[config.mk]
export PLATFORM = sky130hd
export DESIGN_NAME = kugelblitz_patch_stage
export DESIGN_NICKNAME = d
export VERILOG_FILES = /design/src/rtl/kugelblitz_pkg.sv /design/src/rtl/kugelblitz_axis_skid.sv /design/src/rtl/kugelblitz_patch_stage.sv
export SDC_FILE = /design/constraint.sdc
export NUM_CORES = 2
export LEC_CHECK = 0
export BUFFER_PORTS_ARGS = -buffer_cell sky130_fd_sc_hd__buf_2
export CAP_MARGIN = 20
export CORE_AREA = 2 2 485 487
export DETAILED_ROUTE_END_ITERATION = 7
export DIE_AREA = 0 0 487 489
export GPL_TIMING_DRIVEN = 0
export HOLD_SLACK_MARGIN = 0.06
export PLACE_DENSITY = 0.44
export SLEW_MARGIN = 10
export SYNTH_ARGS = -nofsm -noshare
export SYNTH_HDL_FRONTEND = slang
export SYNTH_SLANG_ARGS = --single-unit
[constraint.sdc]
create_clock -name clk -period 52.7 [get_ports clk]
set_clock_uncertainty 0.1 [all_clocks]
set_input_delay 5.27 -clock clk [delete_from_list [all_inputs] [get_ports clk]]
set_output_delay 5.27 -clock clk [all_outputs]
set_load 0.05 [all_outputs]
[src/rtl/kugelblitz_pkg.sv]
// Shared types and widths for the kugelblitz byte-patch stage.
// Optional statistics are enabled by defining KUGELBLITZ_PATCH_STATS_EN.
package kugelblitz_pkg;

    localparam int unsigned LANE_W        = 6;
    localparam int unsigned RULE_OFFSET_W = 16;

    // One spare bit above the beat index so a saturated counter can never alias a real beat.
    function automatic int unsigned beat_idx_width(input int unsigned offset_width);
        return offset_width - LANE_W + 1;
    endfunction

    typedef struct packed {
        logic [RULE_OFFSET_W-1:0] offset;
        logic [7:0]               data;
        logic                     enable;
    } patch_rule_t;

endpackage

[src/rtl/kugelblitz_axis_skid.sv]
// One-entry AXI-Stream skid register with a registered upstream tready.
// The payload is data/keep/last/user; outputs reset to zero.
module kugelblitz_axis_skid #(
    parameter int DATA_WIDTH = 512,
    parameter int KEEP_WIDTH = DATA_WIDTH / 8,
    parameter int USER_WIDTH = 1
) (
    input  logic                  clk,
    input  logic                  rst,
    input  logic [DATA_WIDTH-1:0] s_tdata,
    input  logic [KEEP_WIDTH-1:0] s_tkeep,
    input  logic                  s_tvalid,
    output logic                  s_tready,
    input  logic                  s_tlast,
    input  logic [USER_WIDTH-1:0] s_tuser,
    output logic [DATA_WIDTH-1:0] m_tdata,
    output logic [KEEP_WIDTH-1:0] m_tkeep,
    output logic                  m_tvalid,
    input  logic                  m_tready,
    output logic                  m_tlast,
    output logic [USER_WIDTH-1:0] m_tuser
);

    localparam int PAYLOAD_W = DATA_WIDTH + KEEP_WIDTH + 1 + USER_WIDTH;

    logic [PAYLOAD_W-1:0] s_payload;
    logic [PAYLOAD_W-1:0] out_payload_q;
    logic [PAYLOAD_W-1:0] skid_payload_q;
    logic                 out_valid_q;
    logic                 out_valid_d;
    logic                 skid_valid_q;
    logic                 skid_valid_d;
    logic                 ready_q;
    logic                 accept;
    logic                 load_out_from_in;
    logic                 load_out_from_skid;
    logic                 load_skid;

    assign s_payload = {s_tdata, s_tkeep, s_tlast, s_tuser};
    assign {m_tdata, m_tkeep, m_tlast, m_tuser} = out_payload_q;
    assign m_tvalid  = out_valid_q;
    assign s_tready  = ready_q;
    assign accept    = s_tvalid & ready_q;

    always_comb begin
        out_valid_d        = out_valid_q;
        skid_valid_d       = skid_valid_q;
        load_out_from_in   = 1'b0;
        load_out_from_skid = 1'b0;
        load_skid          = 1'b0;
        if (skid_valid_q) begin
            if (m_tready) begin
                out_valid_d        = 1'b1;
                load_out_from_skid = 1'b1;
                skid_valid_d       = 1'b0;
            end
        end else if (!out_valid_q || m_tready) begin
            out_valid_d      = accept;
            load_out_from_in = accept;
        end else if (accept) begin
            // Output stalled while a beat was accepted: park it in the skid entry.
            skid_valid_d = 1'b1;
            load_skid    = 1'b1;
        end
    end

    always_ff @(posedge clk or posedge rst) begin
        if (rst) begin
            out_valid_q    <= 1'b0;
            skid_valid_q   <= 1'b0;
            ready_q        <= 1'b0;
            out_payload_q  <= '0;
            skid_payload_q <= '0;
        end else begin
            out_valid_q  <= out_valid_d;
            skid_valid_q <= skid_valid_d;
            ready_q      <= !skid_valid_d;
            if (load_out_from_skid) begin
                out_payload_q <= skid_payload_q;
            end else if (load_out_from_in) begin
                out_payload_q <= s_payload;
            end
            if (load_skid) begin
                skid_payload_q <= s_payload;
            end
        end
    end

endmodule

[src/rtl/kugelblitz_patch_stage.sv]
// AXI-Stream byte-patch stage: overwrites one frame-relative byte per frame.
// Define KUGELBLITZ_PATCH_STATS_EN to build the patched/missed frame counters.
module kugelblitz_patch_stage #(
    parameter int DATA_WIDTH   = 512,
    parameter int KEEP_WIDTH   = DATA_WIDTH / 8,
    parameter int USER_WIDTH   = 1,
    parameter int OFFSET_WIDTH = 16,
    parameter int CNT_WIDTH    = 32
) (
    input  logic                    clk,
    input  logic                    rst,
    input  logic [DATA_WIDTH-1:0]   s_axis_tdata,
    input  logic [KEEP_WIDTH-1:0]   s_axis_tkeep,
    input  logic                    s_axis_tvalid,
    output logic                    s_axis_tready,
    input  logic                    s_axis_tlast,
    input  logic [USER_WIDTH-1:0]   s_axis_tuser,
    output logic [DATA_WIDTH-1:0]   m_axis_tdata,
    output logic [KEEP_WIDTH-1:0]   m_axis_tkeep,
    output logic                    m_axis_tvalid,
    input  logic                    m_axis_tready,
    output logic                    m_axis_tlast,
    output logic [USER_WIDTH-1:0]   m_axis_tuser,
    input  logic [OFFSET_WIDTH-1:0] cfg_offset,
    input  logic [7:0]              cfg_data,
    input  logic                    cfg_enable,
    input  logic                    cfg_valid,
    output logic                    status_in_frame,
    output logic [CNT_WIDTH-1:0]    stat_patched,
    output logic [CNT_WIDTH-1:0]    stat_missed
);

    import kugelblitz_pkg::*;

    localparam int unsigned BEAT_W = beat_idx_width(OFFSET_WIDTH);

    patch_rule_t             cfg_rule;
    patch_rule_t             shadow_q;
    patch_rule_t             active_q;
    patch_rule_t             eff_rule;
    logic                    in_frame_q;
    logic [BEAT_W-1:0]       beat_cnt_q;
    logic                    s_ready;
    logic                    accept;
    logic                    match;
    logic [DATA_WIDTH-1:0]   patched_data;

    assign cfg_rule        = '{offset: RULE_OFFSET_W'(cfg_offset), data: cfg_data, enable: cfg_enable};
    assign s_axis_tready   = s_ready;
    assign accept          = s_axis_tvalid & s_ready;
    assign status_in_frame = in_frame_q;

    // A first beat sees the shadow directly, so single-beat frames use the rule they latch.
    assign eff_rule = in_frame_q ? active_q : shadow_q;

    always_ff @(posedge clk or posedge rst) begin
        if (rst) begin
            shadow_q   <= '0;
            active_q   <= '0;
            in_frame_q <= 1'b0;
            beat_cnt_q <= '0;
        end else begin
            if (cfg_valid) begin
                shadow_q <= cfg_rule;
            end
            if (accept) begin
                if (!in_frame_q) begin
                    active_q <= shadow_q;
                end
                in_frame_q <= !s_axis_tlast;
                if (s_axis_tlast) begin
                    beat_cnt_q <= '0;
                end else if (beat_cnt_q != '1) begin
                    beat_cnt_q <= beat_cnt_q + BEAT_W'(1);
                end
            end
        end
    end

    always_comb begin
        match = eff_rule.enable
             && (beat_cnt_q == BEAT_W'({1'b0, eff_rule.offset[RULE_OFFSET_W-1:LANE_W]}))
             && s_axis_tkeep[eff_rule.offset[LANE_W-1:0]];
        patched_data = s_axis_tdata;
        if (match) begin
            patched_data[{eff_rule.offset[LANE_W-1:0], 3'b000} +: 8] = eff_rule.data;
        end
    end

    kugelblitz_axis_skid #(
        .DATA_WIDTH (DATA_WIDTH),
        .KEEP_WIDTH (KEEP_WIDTH),
        .USER_WIDTH (USER_WIDTH)
    ) u_skid (
        .clk      (clk),
        .rst      (rst),
        .s_tdata  (patched_data),
        .s_tkeep  (s_axis_tkeep),
        .s_tvalid (s_axis_tvalid),
        .s_tready (s_ready),
        .s_tlast  (s_axis_tlast),
        .s_tuser  (s_axis_tuser),
        .m_tdata  (m_axis_tdata),
        .m_tkeep  (m_axis_tkeep),
        .m_tvalid (m_axis_tvalid),
        .m_tready (m_axis_tready),
        .m_tlast  (m_axis_tlast),
        .m_tuser  (m_axis_tuser)
    );

`ifdef KUGELBLITZ_PATCH_STATS_EN
    logic                 patched_q;
    logic [CNT_WIDTH-1:0] patched_cnt_q;
    logic [CNT_WIDTH-1:0] missed_cnt_q;

    always_ff @(posedge clk or posedge rst) begin
        if (rst) begin
            patched_q     <= 1'b0;
            patched_cnt_q <= '0;
            missed_cnt_q  <= '0;
        end else if (accept) begin
            if (s_axis_tlast) begin
                patched_q <= 1'b0;
                if (patched_q || match) begin
                    if (patched_cnt_q != '1) begin
                        patched_cnt_q <= patched_cnt_q + CNT_WIDTH'(1);
                    end
                end else if (eff_rule.enable) begin
                    if (missed_cnt_q != '1) begin
                        missed_cnt_q <= missed_cnt_q + CNT_WIDTH'(1);
                    end
                end
            end else if (match) begin
                patched_q <= 1'b1;
            end
        end
    end

    assign stat_patched = patched_cnt_q;
    assign stat_missed  = missed_cnt_q;
`else
    assign stat_patched = '0;
    assign stat_missed  = '0;
`endif

endmodule

Word level (Yosys, flattened, before mapping)
Cells that the tools add are included.
- multiplexer cells: 21
- bitwise logic cells: 1
- eq/ne operators: 3
- reduce and logical (&&, ||, !) cells: 11
- shift operators: 2
- div/mod/pow operators: 0
- $mul: 0
- order comparisons: 1
- add/sub/neg operators: 2
- operators by type and width (kind ; count):
    $mux 578 ; 2
    $bwmux 512 ; 1
    $mux 512 ; 1
    $shift 8x11->512 const A ; 1
    $shiftx 8x11->512 ; 1
    $mux 25 ; 1
    $mux 11 ; 2
    $mux 1 ; 13
    $add 11x1->11 const B ; 1
    $eq 11x10->1 ; 1
    $ne 11x11->1 const B ; 1
    $neg 9->11 ; 1
    $lt 6x7->1 const B ; 1
    $bmux 1 s6 ; 1
    $reduce_bool 2->1 ; 3
    $reduce_and 2->1 ; 2
    $logic_not 1->1 ; 3
    $logic_and 1x1->1 ; 2
    $ne 2x2->1 const B ; 1
    $and 1x1->1 ; 1
    $logic_or 1x1->1 ; 1
- latch bits: 0
- input bits: 608
- ROM bits: 0
- memories kept: 0
- register bits after elaboration: 1221
- word-level logic and storage cells: 54
- output and inout port bits: 645
- memory bits (writable): 0

Depth between registers and ports, before layout
- word-level depth: 7
- depth in mapped cells: 15
- depth with buffers taken out: 10

Modules after synthesis
A second synthesis with hierarchy kept.
- cells, all modules: 4238
- area total of the unflattened synthesis: 61248.7 um^2
- modules (own cells, without submodules) (module ; instances ; area each (um^2) ; cells an instance ; seq. area each (um^2)):
    kugelblitz_axis_skid ; 1 ; 49653.9 ; 3096 ; 29002.8
    kugelblitz_patch_stage ; 1 ; 11594.9 ; 1142 ; 1551.5

Worst setup path after synthesis
OpenSTA, ideal clock, no wires.
- path type: in2reg
- start: in s_axis_tkeep[21]
- end: reg u_skid.out_payload_q[170]
- path slack: 45.380 ns
- buffers on the path: 3
- arrival time: 7.095 ns
- setup time: 0.125 ns
- stages on the path: 12
- required time: 52.475 ns
- cell sequence: mux2_2 a22oi_1 o221ai_1 o311ai_1 nand4_1 nand3_1 buf_2 nand2_1 buf_2 buf_2 a21oi_1 a21oi_1
- cells in the longest elaborated chain, start to end: 6
- ends and longest elaborated chain (element ; RTL line ; text):
    start: declaration ; kugelblitz_patch_stage.sv:13 ; input logic [KEEP_WIDTH-1:0] s_axis_tkeep,
    $bmux 1 s6 ; kugelblitz_patch_stage.sv:83 ; && s_axis_tkeep[eff_rule.offset[LANE_W-1:0]];
    $mux 1 (not written as such) ; kugelblitz_patch_stage.sv:83 ;
    $logic_and 1x1->1 ; kugelblitz_patch_stage.sv:83 ;
    $mux 512 ; kugelblitz_patch_stage.sv:85 ; if (match) begin
    $mux 578 ; kugelblitz_axis_skid.sv:80 ; end else if (load_out_from_in) begin
    $mux 578 ; kugelblitz_axis_skid.sv:78 ; if (load_out_from_skid) begin
    end signal: assignment ; kugelblitz_axis_skid.sv:79 ; out_payload_q <= skid_payload_q;
    end signal: assignment ; kugelblitz_axis_skid.sv:81 ; out_payload_q <= s_payload;
    end: declaration ; kugelblitz_axis_skid.sv:27 ; logic [PAYLOAD_W-1:0] out_payload_q;
No other way between the ends. The select of a mux whose other input is x is not followed.
A chain may end at the register's enable or synchronous reset.

Final worst setup path
- start: in s_axis_tvalid
- end: reg u_skid.out_payload_q[550]
- cells in the longest elaborated chain, start to end: 4
- ends and longest elaborated chain (element ; RTL line ; text):
    start: declaration ; kugelblitz_patch_stage.sv:14 ; input logic s_axis_tvalid,
    $and 1x1->1 ; kugelblitz_axis_skid.sv:43 ; assign accept = s_tvalid & ready_q;
    $mux 1 ; kugelblitz_axis_skid.sv:57 ; end else if (!out_valid_q || m_tready) begin
    $mux 1 ; kugelblitz_axis_skid.sv:51 ; if (skid_valid_q) begin
    $reduce_bool 2->1 (no source line) ; n/a ;
No other way between the ends.

==> out/results.txt <==
Status - completed
Crit path max-delay family - buffers and inverters
Final HPWL from detailed placement - 271000 microns
Worst supply voltage drop on vdd - 0.0290 mV
Vias in the first global route - 54200
Hold-fix buffer count after cts - 0
Die Width - 487 microns
Buffer cell driving the clock tree root - sky130_fd_sc_hd__clkbuf_16
Global-route wire length before repair - 463000 microns
Last weighted congestion value of the routability-driven placer - 0.906
Fraction of layout instances using a drive strength above 1 - 23.7%
Cell count of the worst hold path - 2
Highest attainable clock frequency - 114 MHz
Cells traversed along the worst timing path - buf_2, and2_1, clkbuf_1, o22a_1, clkbuf_1, nand2_1, clkbuf_2, buf_16, clkbuf_2, buf_1, o21ai_0
Worst path setup slack after routing - 43.95 ns
I/O pin count - 1253
Worst path slowest cell - sky130_fd_sc_hd__nand2_1
Warnings from Yosys - 0
Internal power - 2.27 mW
Number of enable flip-flop cells after synthesis - 0
Worst Tran Pin Value - 1.21 ns
Lkg Pwr - 32.3 nW
Sequential share of the synthesized area - 54.8%
Number of cells on the critical path - 11
Power density over cell area - 58.0 nW/um^2
Proportion of power drawn by combinational gates - 38.5%
Post-Syn Area - 55700 sq um
Residual overflow from global routing - 0
Final Max Tran Viols - 0
Clock network power share - 26.1%
Number of filler cells placed in the layout - 24800
Startpoint class of the critical path - input pin
Asr flop ratio synth - 100%
Total global routing track utilization - 27.9%
Data required, critical path - 53.23 ns
Number of hold-slack violations in the final timing report - 0
Leading register cell type out of synthesis - sky130_fd_sc_hd__dfrtp_1
Post-detailed-route via-to-cell ratio - 5.25
Hold Crit Class - reg -> reg
Shortest period the worst path allows - 8.75 ns
Buffers on Ports - 1187
Flop pwr share - 35.4%
Pre-CTS worst setup slack - 43.09 ns
Highest fanout seen on the critical path - 10
Mapped Cells - 5798
Die Y-Extent - 489 microns
Final period util - 16.6%
Worst-Skew Late Latency - 0.82 ns
Clock buffer count from CTS - 153
H-tree depth - 4
Final-report setup violation count - 0
Count of vias placed by the detailed router - 55200
Critical path class - in -> reg
# resized after CTS - 0
Yosys top cell by area - sky130_fd_sc_hd__dfrtp_1
Crit end category - flop
RSZ-0062 raised after global routing - no
Initial antenna violation count - 155
Overall die area - 238000 sq um
Clock tree from TritonCTS - done
FF-to-FF path depth - 11
Post-CTS setup buffers - 0
Data arrival time of the critical path - 9.28 ns
Clock-pin slew reported for the worst setup and hold paths after clock tree synthesis - 0.06 ns
Most area-consuming cells after synthesis - sky130_fd_sc_hd__dfrtp_1 (55%), sky130_fd_sc_hd__nand2_1 (6.2%), sky130_fd_sc_hd__o21ai_0 (5.7%), sky130_fd_sc_hd__a21oi_1 (5.0%), sky130_fd_sc_hd__mux2i_1 (5.0%)
Post-synth top area share - 54.8%
Number of sinks driven by the clock tree - 1221
Total of max-cap violations - 0
Remaining antenna violation count - 0
Number of DRC violations after detailed routing - 0
P_sw - 1.91 mW
Number of buffers on the longest clock path - 3
Core ar. - 234000 sq um
Cell Rows - 178
Syn avg cell area - 9.61 sq um
Maximum number of pins on one net before global-route repair - 110
Bufs and invs on worst path - 7
Area growth, synth to finish - 29.0%
Number of nets in the finished design - 7858
Count of state elements after synthesis - 1221
Detailed router's first-iteration violation count - 5295
Number of optimization iterations in the first detailed-route pass - 6
Yosys cell types - 69
Routed wire length - 344000 microns
Critical Path Max Stage Delay - 0.70 ns
Wire length per cell after detailed routing - 32.8 microns
Remaining max-slew budget at the tightest pin - 19.4%
Starting Density - 23.8%
Final standard cell utilization of the core - 30.8%
Fraction of power spent switching nets - 45.7%
layout make-up:
cell class              instances  area [sq um]  area share (%)
inverters                       6          35.0          0.0488
plain buffers                 535          2510            3.49
well taps                    3060          3830            5.33
multi-input cells            4099         22900            31.9
diodes                         81           203           0.282
repair buffers               1230          6720            9.35
clock inverters                41           626           0.871
clock buffers                 226          4470            6.22
flip-flops and latches       1221         30600            42.5
Yosys cell counts, drive strengths merged, types with 10 or more instances:
| library cell | number |
|---|---|
| and3 | 23 |
| a22oi | 359 |
| a221oi | 130 |
| dfrtp | 1221 |
| mux2 | 55 |
| a21oi | 585 |
| o21ai | 762 |
| nor3 | 10 |
| nor2 | 489 |
| buf | 178 |
| clkbuf | 357 |
| nand2 | 923 |
| a31oi | 67 |
| and2 | 13 |
| nand3 | 67 |
| mux2i | 277 |
| o22ai | 154 |
| xnor2 | 16 |
power by group through the flow:
stage / logic (mW) / clock network, mW / registers (mW)
floorplan: 0.487 / 0 / 1.96
global placement: 1.58 / 0 / 1.49
detailed placement: 1.60 / 0 / 1.48
CTS: 1.61 / 1.11 / 1.47
global route: 1.70 / 1.15 / 1.51
finish: 1.60 / 1.09 / 1.48
through the flow:
stage               hold WS [ns]  std cells  total power, mW  TNS (ns)  instance area (sq um)
floorplan                  0.341       5861             2.45         0                  55900
global placement           0.360      10100             3.06  -4170.30                  65700
detailed placement         0.358      10200             3.09         0                  66600
CTS                        0.372      10400             4.19         0                  71600
global route               0.391      10500             4.35         0                  71800
finish                     0.371      10500             4.17         0                  71900
logic make-up after synthesis:
family | after synthesis | synth area share [%]
muxes | 332 | 6.10
and+or+nand+nor | 1569 | 11.4
buffers and inverters | 541 | 4.48
adders and majority gates | 4 | 0.0898
xor gates and xnor gates | 24 | 0.377
DFF | 1221 | 54.8
other | 1 | 0.00673
AOI/OAI and AO/OA | 2106 | 22.7
placed cells by master (no fill, tap or decap), types with 154 or more instances in the layout:
cell type                   Yosys  layout
sky130_fd_sc_hd__o22ai_1      154     154
sky130_fd_sc_hd__clkbuf_16      0     157
sky130_fd_sc_hd__a22oi_1      359     359
sky130_fd_sc_hd__mux2i_1      276     276
sky130_fd_sc_hd__a21oi_1      562     562
sky130_fd_sc_hd__nand2_1      915     915
sky130_fd_sc_hd__o21ai_0      635     635
sky130_fd_sc_hd__dfrtp_1     1221    1221
sky130_fd_sc_hd__buf_2         46    1243
sky130_fd_sc_hd__clkbuf_1     357     376
sky130_fd_sc_hd__nor2_1       487     483
worst paths after layout:
kind	startpoint	to	slack, ns
worst min register to register	active_q[6]	active_q[6]	0.37
worst max register to register	status_in_frame	u_skid.out_payload_q[244]	46.69
worst max-delay path	s_axis_tvalid	u_skid.out_payload_q[550]	43.95
min in group asynchronous	rst	u_skid.skid_payload_q[101]	4.41
max in group asynchronous	rst	u_skid.out_payload_q[176]	45.05
worst min-delay path	active_q[6]	active_q[6]	0.37
registers in the layout (all words and copies together) (netlist names):
signal,count
u_skid.skid_valid_q,1
u_skid.m_tvalid,1
beat_cnt_q,11
u_skid.skid_payload_q,578
shadow_q,25
active_q,25
u_skid.s_tready,1
status_in_frame,1
u_skid.out_payload_q,578
worst min-delay path, stage by stage, from the launching register on:
cell,delay (ns)
sky130_fd_sc_hd__dfrtp_1,0.34
sky130_fd_sc_hd__nand2_1,0.05
sky130_fd_sc_hd__nand2_1,0.05
layer usage:
metal  share of wire [%]  up-vias  global-route usage (%)
met5                0.17        -                       0
met4                 6.0       90                    14.9
met3                 8.8      644                    8.11
met2                  45     2741                    43.5
met1                  40    28000                    34.9
li1                    -    23600                       -
Note: power is estimated with default switching activity, not from simulation.
